--- config.mk ---
export PLATFORM = sky130hd
export DESIGN_NAME = wb_to_fta_bridge_v2_flat
export DESIGN_NICKNAME = d
export VERILOG_FILES = /design/src/rtl/wb_to_fta_bridge_v2_if.sv /design/src/rtl/wb_to_fta_bridge_v2.sv /design/src/flat_wrapper.sv
export SDC_FILE = /design/constraint.sdc
export NUM_CORES = 1
export LEC_CHECK = 0
export ABC_CLOCK_PERIOD_IN_PS = 3410
export CAP_MARGIN = 20
export CORE_AREA = 8 8 451 453
export DETAILED_ROUTE_END_ITERATION = 6
export DIE_AREA = 0 0 459 461
export SLEW_MARGIN = 20
export SYNTH_ARGS = -nofsm -noshare
export SYNTH_HDL_FRONTEND = slang
export SYNTH_SLANG_ARGS = --single-unit
export TNS_END_PERCENT = 5
--- constraint.sdc ---
create_clock -name clk_i -period 3.41 [get_ports clk_i]
set_input_delay 0.682 -clock clk_i [delete_from_list [all_inputs] [get_ports clk_i]]
set_output_delay 0.682 -clock clk_i [all_outputs]
set_load 0.005 [all_outputs]
--- src/rtl/wb_to_fta_bridge_v2_if.sv ---
`default_nettype none
// fta_bus_pkg / fta_bus_interface -- FTA bus command/status codes and the
// request/response bundle shared by FTA masters and slaves.

package fta_bus_pkg;
   typedef logic [4:0] fta_cmd_t;
   localparam fta_cmd_t CMD_LOAD  = 5'd1;
   localparam fta_cmd_t CMD_STORE = 5'd2;

   typedef logic [2:0] fta_err_t;
   localparam fta_err_t OKAY = 3'd0;
   localparam fta_err_t ERR  = 3'd1;
endpackage

interface fta_bus_interface #(
   parameter int WID = 256
);
   typedef struct packed {
      logic                  cyc;
      logic                  we;
      fta_bus_pkg::fta_cmd_t cmd;
      logic [WID/8-1:0]      sel;
      logic [31:0]           adr;
      logic [WID-1:0]        data1;
      logic [7:0]            tid;
   } req_t;

   typedef struct packed {
      logic           ack;
      logic           rty;
      logic           err;
      logic           stall;
      logic [7:0]     tid;
      logic [WID-1:0] dat;
   } resp_t;

   req_t  req;
   resp_t resp;

   modport master (output req, input resp);
   modport slave  (input req, output resp);
endinterface

`default_nettype wire

--- src/rtl/wb_to_fta_bridge_v2.sv ---
`default_nettype none
// wb_to_fta_bridge_v2 -- one classic Wishbone cycle in, one tagged FTA request out,
// with retry back-off, response timeout and optional posted writes. Rev 1.0.

module wb_to_fta_bridge_v2
   import fta_bus_pkg::*;
#(
   parameter int WID       = 256,
   parameter int RETRY_MAX = 10,
   parameter int BACKOFF   = 4,
   parameter int TIMEOUT   = 1023,
   parameter bit POSTED_WR = 1'b0
) (
   input  logic             clk_i,
   input  logic             rst_i,
   input  logic             cs_i,
   input  logic             cyc_i,
   input  logic             stb_i,
   output logic             ack_o,
   output logic [2:0]       err_o,
   input  logic             we_i,
   input  logic [WID/8-1:0] sel_i,
   input  logic [31:0]      adr_i,
   input  logic [WID-1:0]   dat_i,
   output logic [WID-1:0]   dat_o,
   fta_bus_interface.master fta_o
);

   localparam logic [7:0]  BO_LAST  = 8'(BACKOFF - 1);
   localparam logic [15:0] TMO_LAST = 16'(TIMEOUT - 1);
   localparam logic [5:0]  RTY_LIM  = 6'(RETRY_MAX);

   typedef enum logic [2:0] {
      S_IDLE    = 3'd0,
      S_ISSUE   = 3'd1,
      S_WAIT    = 3'd2,
      S_BACKOFF = 3'd3,
      S_DONE    = 3'd4
   } state_t;

   state_t           state;
   state_t           state_nxt;
   logic             we_q;
   logic [WID/8-1:0] sel_q;
   logic [31:0]      adr_q;
   logic [WID-1:0]   dat_q;
   logic [7:0]       tid;
   logic [5:0]       retry_cnt;
   logic [15:0]      tmo_cnt;
   logic [7:0]       bo_cnt;
   logic             accept;
   logic             hit;
   logic             take_ack;
   logic             fail;
   logic             retry;

   assign accept = (state == S_IDLE) && cyc_i && stb_i && cs_i;
   assign hit    = (fta_o.resp.tid == tid);

   always_ff @(posedge clk_i or negedge rst_i) begin
      if (!rst_i) state <= S_IDLE;
      else        state <= state_nxt;
   end

   always_comb begin
      state_nxt = state;
      fta_o.req = '0;
      take_ack  = 1'b0;
      fail      = 1'b0;
      retry     = 1'b0;
      case (state)
         S_IDLE: begin
            if (accept) state_nxt = S_ISSUE;
         end
         S_ISSUE: begin
            if (!cyc_i) begin
               state_nxt = S_IDLE;
            end else if (!fta_o.resp.stall) begin
               fta_o.req.cyc   = 1'b1;
               fta_o.req.we    = we_q;
               fta_o.req.cmd   = we_q ? CMD_STORE : CMD_LOAD;
               fta_o.req.sel   = sel_q;
               fta_o.req.adr   = adr_q;
               fta_o.req.data1 = dat_q;
               fta_o.req.tid   = tid;
               state_nxt       = (we_q && POSTED_WR) ? S_DONE : S_WAIT;
            end
         end
         S_WAIT: begin
            // Response priority: ack, err, rty, then the timeout.
            if (!cyc_i) begin
               state_nxt = S_IDLE;
            end else if (hit && fta_o.resp.ack) begin
               take_ack  = 1'b1;
               state_nxt = S_DONE;
            end else if (hit && fta_o.resp.err) begin
               fail      = 1'b1;
               state_nxt = S_DONE;
            end else if (hit && fta_o.resp.rty) begin
               if (retry_cnt < RTY_LIM) begin
                  retry     = 1'b1;
                  state_nxt = (BACKOFF == 0) ? S_ISSUE : S_BACKOFF;
               end else begin
                  fail      = 1'b1;
                  state_nxt = S_DONE;
               end
            end else if (tmo_cnt == TMO_LAST) begin
               fail      = 1'b1;
               state_nxt = S_DONE;
            end
         end
         S_BACKOFF: begin
            if (!cyc_i)                 state_nxt = S_IDLE;
            else if (bo_cnt == BO_LAST) state_nxt = S_ISSUE;
         end
         S_DONE: begin
            if (!cyc_i) state_nxt = S_IDLE;
         end
         default: state_nxt = S_IDLE;
      endcase
   end

   always_ff @(posedge clk_i or negedge rst_i) begin
      if (!rst_i) begin
         we_q      <= 1'b0;
         sel_q     <= '0;
         adr_q     <= '0;
         dat_q     <= '0;
         tid       <= '0;
         retry_cnt <= '0;
         tmo_cnt   <= '0;
         bo_cnt    <= '0;
         ack_o     <= 1'b0;
         err_o     <= OKAY;
         dat_o     <= '0;
      end else begin
         if (accept) begin
            we_q      <= we_i;
            sel_q     <= sel_i;
            adr_q     <= adr_i;
            dat_q     <= dat_i;
            tid       <= tid + 8'd1;
            retry_cnt <= '0;
            err_o     <= OKAY;
         end
         if (retry) retry_cnt <= retry_cnt + 6'd1;
         if (fail)  err_o     <= ERR;
         // WAIT is always entered from ISSUE, so both counters restart at zero.
         tmo_cnt <= (state == S_WAIT)    ? tmo_cnt + 16'd1 : '0;
         bo_cnt  <= (state == S_BACKOFF) ? bo_cnt + 8'd1   : '0;
         ack_o   <= (state_nxt == S_DONE);
         if (take_ack)                dat_o <= fta_o.resp.dat;
         else if (state_nxt != S_DONE) dat_o <= '0;
      end
   end

endmodule

`default_nettype wire

--- src/flat_wrapper.sv ---
// flat-port wrapper written by rule: the top's interface ports become plain ports
module wb_to_fta_bridge_v2_flat import fta_bus_pkg::*;
#(
   parameter int WID       = 256,
   parameter int RETRY_MAX = 10,
   parameter int BACKOFF   = 4,
   parameter int TIMEOUT   = 1023,
   parameter bit POSTED_WR = 1'b0
)
  (clk_i, rst_i, cs_i, cyc_i, stb_i, ack_o, err_o, we_i, sel_i, adr_i, dat_i, dat_o, fta_o_req, fta_o_resp);
  fta_bus_interface #(.WID(WID)) fta_o_i ();
  input  logic clk_i;
  input  logic rst_i;
  input  logic cs_i;
  input  logic cyc_i;
  input  logic stb_i;
  output logic ack_o;
  output logic [2:0] err_o;
  input  logic we_i;
  input  logic [WID/8-1:0] sel_i;
  input  logic [31:0] adr_i;
  input  logic [WID-1:0] dat_i;
  output logic [WID-1:0] dat_o;
  output wire logic [$bits(fta_o_i.req)-1:0] fta_o_req;
  input wire logic [$bits(fta_o_i.resp)-1:0] fta_o_resp;
  assign fta_o_req = fta_o_i.req;
  assign fta_o_i.resp = fta_o_resp;
  wb_to_fta_bridge_v2 #(.WID(WID), .RETRY_MAX(RETRY_MAX), .BACKOFF(BACKOFF), .TIMEOUT(TIMEOUT), .POSTED_WR(POSTED_WR)) u_core (.clk_i(clk_i), .rst_i(rst_i), .cs_i(cs_i), .cyc_i(cyc_i), .stb_i(stb_i), .ack_o(ack_o), .err_o(err_o), .we_i(we_i), .sel_i(sel_i), .adr_i(adr_i), .dat_i(dat_i), .dat_o(dat_o), .fta_o(fta_o_i));
endmodule
==> results_dict.tcl, run 1 <==
set metrics [dict create \
    drv_cap 0 \
    cts-root-buf "clkbuf_16" \
    wl_per_cell_um 22.1 \
    critPathBufInv 5 \
    synth_cell_types 40 \
    hpwl_um 114000 \
    grt_first_pass_wirelength_um 194000 \
    core_area_mm2 0.196 \
    tritoncts "built" \
    htreeDepth 3 \
    maxSlewHeadroom_pct 50.6 \
    critPathTopFamily "buffers and inverters" \
    routed.top_layer "met5" \
    mostFrequentLayoutCell "nand2_1" \
    ys.flop_type "dfrtp_1" \
    reg2reg_slack_ps 650 \
    worstSkewPairLatency_ps 680 \
    post_synth_instance_area_mm2 0.0253 \
    tns_ps -199 \
    cts_inserted_buffers 79 \
    max_stage_delay_ps 560 \
    clockBufferDepth 3 \
    place.gp.congestion 0.886 \
    synth-seq-cells 620 \
    ant_nets 0 \
    timing.critical_path.mode_cell "clkdlybuf4s50_1" \
    cp_num_cells 8 \
    slew_violations 0 \
    timing.rr.end "u_core.dat_o[82]" \
    routed_via_density 3.64 \
    layout_common_cells "nand2_1 (980), clkdlybuf4s50_1 (880), dfrtp_1 (618)" \
    worst_setup_path_end_kind "output port" \
    wl_met3_um 15400 \
    synth_edf_count 0 \
    start_util_pct 12.9 \
    vias 23474 \
    crit_path_start_kind "input pin" \
    die_h_um 461 \
    crit_start "cyc_i" \
    m1WireLength_um 54300 \
    synth_cells 2518 \
    finalNetCount 4331 \
    io_pins 1189 \
    status "finished, violations left" \
    fillCellCount 21333 \
    cp_max_fo 20 \
    dr.pass1.iters 7 \
    setup_viol 14 \
    period_share_pct 102 \
    die_w_um 459 \
    rsz0062_at_grt "true" \
    ff2ff_path_depth 7 \
    min_path_cells 2 \
    grt_usage_pct 12.7 \
    power.density_mw_per_mm2 434 \
    r2r-start "u_core.tid[5]" \
    yosysSeqAreaShare_pct 61.3 \
    synth_top_area_cell "dfrtp_1" \
    layout-drive-gt1-share_pct 7.80 \
    skew_ps 36.7 \
    cp_slowest_cell "clkdlybuf4s50_1" \
    rows 163 \
    peakVddDrop_uv 366 \
    syn_avg_cell_area_um2 10.0 \
    dpl_worst_slack_ps -284 \
    tightest_slew_ps 741 \
    crit_arrival_ps 2780 \
    grt_max_degree 97 \
    criticalPathCategory "in -> out" \
    cts_sinks 620 \
    yosys_warnings 0 \
    post-route-util_pct 22.4 \
    violations "negative setup slack" \
    first_iter_violations 1584 \
    fp.dieArea_mm2 0.212 \
    hold-path-endpoint "u_core.dat_q[247]" \
    clock.fmax_mhz 288 \
    p_leak_nw 21.5 \
    met2RoutedLength_um 68000 \
    ys_async_sr_fraction_pct 100 \
    antenna_found_initial 72 \
    crit_chain "clkdlybuf4s50_1, nand2b_4, nor3_4, buf_12, buf_4, buf_8, and2_1, clkdlybuf4s50_1" \
    drcViolationCount 0 \
    hold_violations 0 \
    setup_slack_ps -56.3 \
    grt_pass1_vias 24359 \
    clkTransAtPathRegs_ps 50 \
    wl_um 142000 \
    min_from "u_core.dat_q[247]" \
    synth.area.top_cells "dfrtp_1 (61%), nand2_1 (15%), a22o_1 (8.9%)" \
    grt-ovfl-total 0 \
    period_needed_ps 3470 \
    port_buffers 1183 \
    synth_top_area_share_pct 61.3 \
    area_growth_pct 73.5 \
    required_ps 2730 \
    hold_class "reg -> reg" \
]
-- metrics by stage --
step | power (mW) | cells | hold WS (ps) | instance area, um2
after CTS | 19.4 | 6431 | 410 | 43700
final | 19.1 | 6443 | 459 | 43900
after global placement | 10.8 | 6271 | 449 | 41000
after detailed placement | 10.8 | 6271 | 454 | 41000
after global routing | 20.0 | 6440 | 448 | 43900
after floorplan | 9.29 | 2522 | 386 | 25300
-- cells in the mapped netlist, types with 4 or more instances --
cell / instances
a22o_1: 258
and2_1: 330
and3_1: 7
and4_1: 4
buf_1: 5
buf_2: 38
buf_4: 7
clkbuf_1: 123
dfrtp_1: 620
ha_1: 5
inv_1: 6
nand2_1: 982
nand3_1: 14
nand4_1: 9
nor2_1: 26
nor4_1: 4
o21ai_0: 10
or3_1: 6
xnor2_1: 8
xor2_1: 26
-- logic make-up after synthesis --
group	after synthesis	share of synthesized area (%)
AOI/OAI and AO/OA	279	9.49
muxes	2	0.0791
and+or+nand+nor	1398	24.7
adders and majority gates	5	0.247
xor gates and xnor gates	34	1.18
buffers and inverters	179	2.95
DFF	620	61.3
other	1	0.0148
-- power breakdown --
group	switching [mW]	total [mW]	leakage, nW	internal (mW)
logic	0.932	2.00	12.1	1.07
clock network	3.54	8.33	1.25	4.79
registers	0.601	8.72	8.18	8.12
total	5.07	19.1	21.5	14.0
-- layer usage --
metal,global-route usage [%],vias to the layer above
met5,0,-
met4,3.86,18
met3,5.75,240
met2,21.5,1190
met1,14.5,11413
li1,-,10613
-- state kept, by name, summed over array words and instances, names as in the netlist --
register / cells
u_core.dat_q: 256
u_core.adr_q: 32
u_core.tmo_cnt: 16
u_core.err_o: 1
u_core.bo_cnt: 8
u_core.state: 3
u_core.ack_o: 1
u_core.sel_q: 32
u_core.retry_cnt: 6
u_core.dat_o: 256
u_core.we_q: 1
u_core.tid: 8
-- worst max path at each step --
stage | endpoint | slack, ps
finish | fta_o_req[272] | -60
global route | fta_o_req[272] | -160
CTS | fta_o_req[96] | -190
detailed placement | fta_o_req[109] | -280
global placement | fta_o_req[307] | -200
floorplan | fta_o_req[230] | 860
-- area by class of cell --
cell class	count	area, um2	area share, %
sequential	620	15500	35.3
timing repair buffer	1302	13400	30.4
multi-input combinational	1723	9120	20.8
tap	2640	3300	7.52
clock buffer	110	2200	5.02
clock inverter	32	349	0.795
antenna	10	25.0	0.0570
inverter	6	22.5	0.0513
-- worst min-delay path, stage by stage (launching register included) --
cell and delay [ps]:
dfrtp_1 330, nand2_1 50, nand2_1 50
-- what timing repair did --
action,in CTS,in global routing
setup buffers,9,2
setup endpoints to repair,295,126
resized for setup,260,90
pin swaps,1,1
gates cloned,8,0
hold endpoints to repair,20,0
hold buffers,1,0
No activity file was read; power rests on OpenSTA's default activity.
==> run 2: changes to the inputs <==
==> constraint.sdc (replaced) <==
create_clock -name clk_i -period 3.41 [get_ports clk_i]
set_input_delay 0.682 -clock clk_i [delete_from_list [all_inputs] [get_ports clk_i]]
set_output_delay 0.682 -clock clk_i [all_outputs]
set_load 0.01 [all_outputs]
==> results_dict.tcl, run 2 (synthesized netlist as in run 1, its figures left out) <==
set metrics [dict create \
    crit_start "cyc_i" \
    grt_max_degree 107 \
    post-route-util_pct 22.5 \
    hold_violations 0 \
    hold-worst-slack_ps 466 \
    period_needed_ps 3480 \
    port_buffers 1183 \
    wl_per_cell_um 22.2 \
    drcViolationCount 0 \
    start_util_pct 12.9 \
    grt_usage_pct 12.8 \
    required_ps 2730 \
    io_pins 1189 \
    ff2ff_path_depth 7 \
    p_leak_nw 20.7 \
    core_area_mm2 0.196 \
    placed_area_mm2 0.0411 \
    cts_sinks 620 \
    timing.critical_path.mode_cell "clkdlybuf4s50_1" \
    multi_input_area_mm2 0.00915 \
    skew_ps 40.6 \
    rsz0062_at_grt "true" \
    period_share_pct 102 \
    grt.busiest_layer "met2" \
    status "finished, violations left" \
    worstSkewPairLatency_ps 690 \
    violations "negative setup slack" \
    die_h_um 461 \
    cp_slowest_cell "clkdlybuf4s50_1" \
    use_met1_pct 14.6 \
    hpwl_um 114000 \
    clockBufferDepth 3 \
    hold_class "reg -> reg" \
    die_w_um 459 \
    place.gp.congestion 0.891 \
    slew_violations 0 \
    dr.pass1.iters 5 \
    grtUsageMet2_pct 21.5 \
    drv_cap 0 \
    crit_arrival_ps 2800 \
    grt-ovfl-total 0 \
    vias 23518 \
    grt_first_pass_wirelength_um 196000 \
    cts_inserted_buffers 79 \
    antenna_found_initial 72 \
    endpoint "fta_o_req[294]" \
    fillCellCount 21269 \
    peakVddDrop_uv 299 \
    htreeDepth 3 \
    tritoncts "built" \
    max_stage_delay_ps 570 \
    cp_max_fo 14 \
    final_cell_area_mm2 0.0441 \
    top_regs "u_core.dat_o (256), u_core.dat_q (256)" \
    dpl_worst_slack_ps -193 \
    mostFrequentLayoutCell "nand2_1" \
    cts-root-buf "clkbuf_16" \
    layout-drive-gt1-share_pct 10.0 \
    finalNetCount 4326 \
    crit_path_start_kind "input pin" \
    area_growth_pct 74.2 \
    worst_setup_path_end_kind "output port" \
    crit_chain "clkdlybuf4s50_1, nand2b_4, nor3_4, buf_12, buf_16, buf_4, and2_1, clkdlybuf4s50_1" \
    ant_nets 0 \
    fp.dieArea_mm2 0.212 \
    register_area_mm2 0.0155 \
    maxSlewHeadroom_pct 50.3 \
    grtUsageMet3_pct 5.39 \
    reg2reg_slack_ps 550 \
    clkTransAtPathRegs_ps 60 \
    layout_common_cells "nand2_1 (980), clkdlybuf4s50_1 (865), dfrtp_1 (617)" \
    routed_via_density 3.65 \
    r2r-start "u_core.tid[5]" \
    setup_slack_ps -70.1 \
    criticalPathCategory "in -> out" \
    setup_viol 14 \
    grt_pass1_vias 24621 \
    tightest_slew_ps 739 \
    power.density_mw_per_mm2 442 \
    timing.rr.end "u_core.dat_o[159]" \
    clock.fmax_mhz 287 \
    first_iter_violations 1419 \
    wl_um 143000 \
    rows 163 \
]
run 2: cell count changes in the layout (fill, tap and decap cells not counted), sizes merged, moves of 3 or more:
cell	delta
clkinvlp	-3
clkdlybuf4s50	-15
dlymetal6s2s	-41
inv	-6
dlygate4sd2	-39
clkdlybuf4s15	+88
diode	+10
buf	+8
run 2: worst min path at each step:
stage | start | end | slack [ps] | cells past startpoint
3_5_place_dp | u_core.adr_q[31] | u_core.adr_q[31] | 450 | 2
6_report | u_core.dat_q[51] | u_core.dat_q[51] | 470 | 2
5_1_grt | dat_i[41] | u_core.dat_q[41] | 430 | 3
3_3_place_gp | u_core.dat_q[84] | u_core.dat_q[84] | 450 | 2
2_1_floorplan | rst_i | u_core.ack_o | 390 | 0
4_1_cts | dat_i[41] | u_core.dat_q[41] | 390 | 3
run 2: layout make-up:
type / count / share of cell area (%)
clock buffer: 113 / 5.23
tap: 2640 / 7.50
sequential: 620 / 35.2
timing repair buffer: 1297 / 30.2
clock inverter: 26 / 0.937
multi-input combinational: 1723 / 20.8
inverter: 6 / 0.0511
antenna: 20 / 0.114
run 2: per-layer routing:
metal	share of wire, %	vias up
li1	-	10579
met1	38	11529
met2	48	1178
met3	11	212
met4	2.7	20
met5	0.091	-
run 2: metrics by stage:
stage	power, mW	std cells	TNS [ps]
floorplan	9.31	2522	0
global placement	10.8	6273	-33230
detailed placement	10.9	6273	-34010
CTS	19.8	6424	-3400
global route	20.4	6436	-8080
finish	19.5	6445	-555
run 2: where the power goes:
group / internal, mW / leakage, nW / total [mW] / switching (mW)
sequential: 8.12 / 8.18 / 8.72 / 0.591
combinational: 1.07 / 11.2 / 2.03 / 0.960
clock: 5.13 / 1.33 / 8.72 / 3.59
total: 14.3 / 20.7 / 19.5 / 5.15
run 2: timing repair:
action                                  4_1_cts  5_1_grt
endpoints found under the hold margin        34        0
resized for setup                           497       27
setup buffers                                 5        1
pin swaps                                     2        4
cloned                                        6        0
hold buffers                                  1        0
endpoints found under the setup margin      319       99
run 2: critical path: cells and delay by family:
| family | cells | cell delay, ps |
|---|---|---|
| buffers and inverters | 5 | 1660 |
| and+or+nand+nor | 3 | 440 |
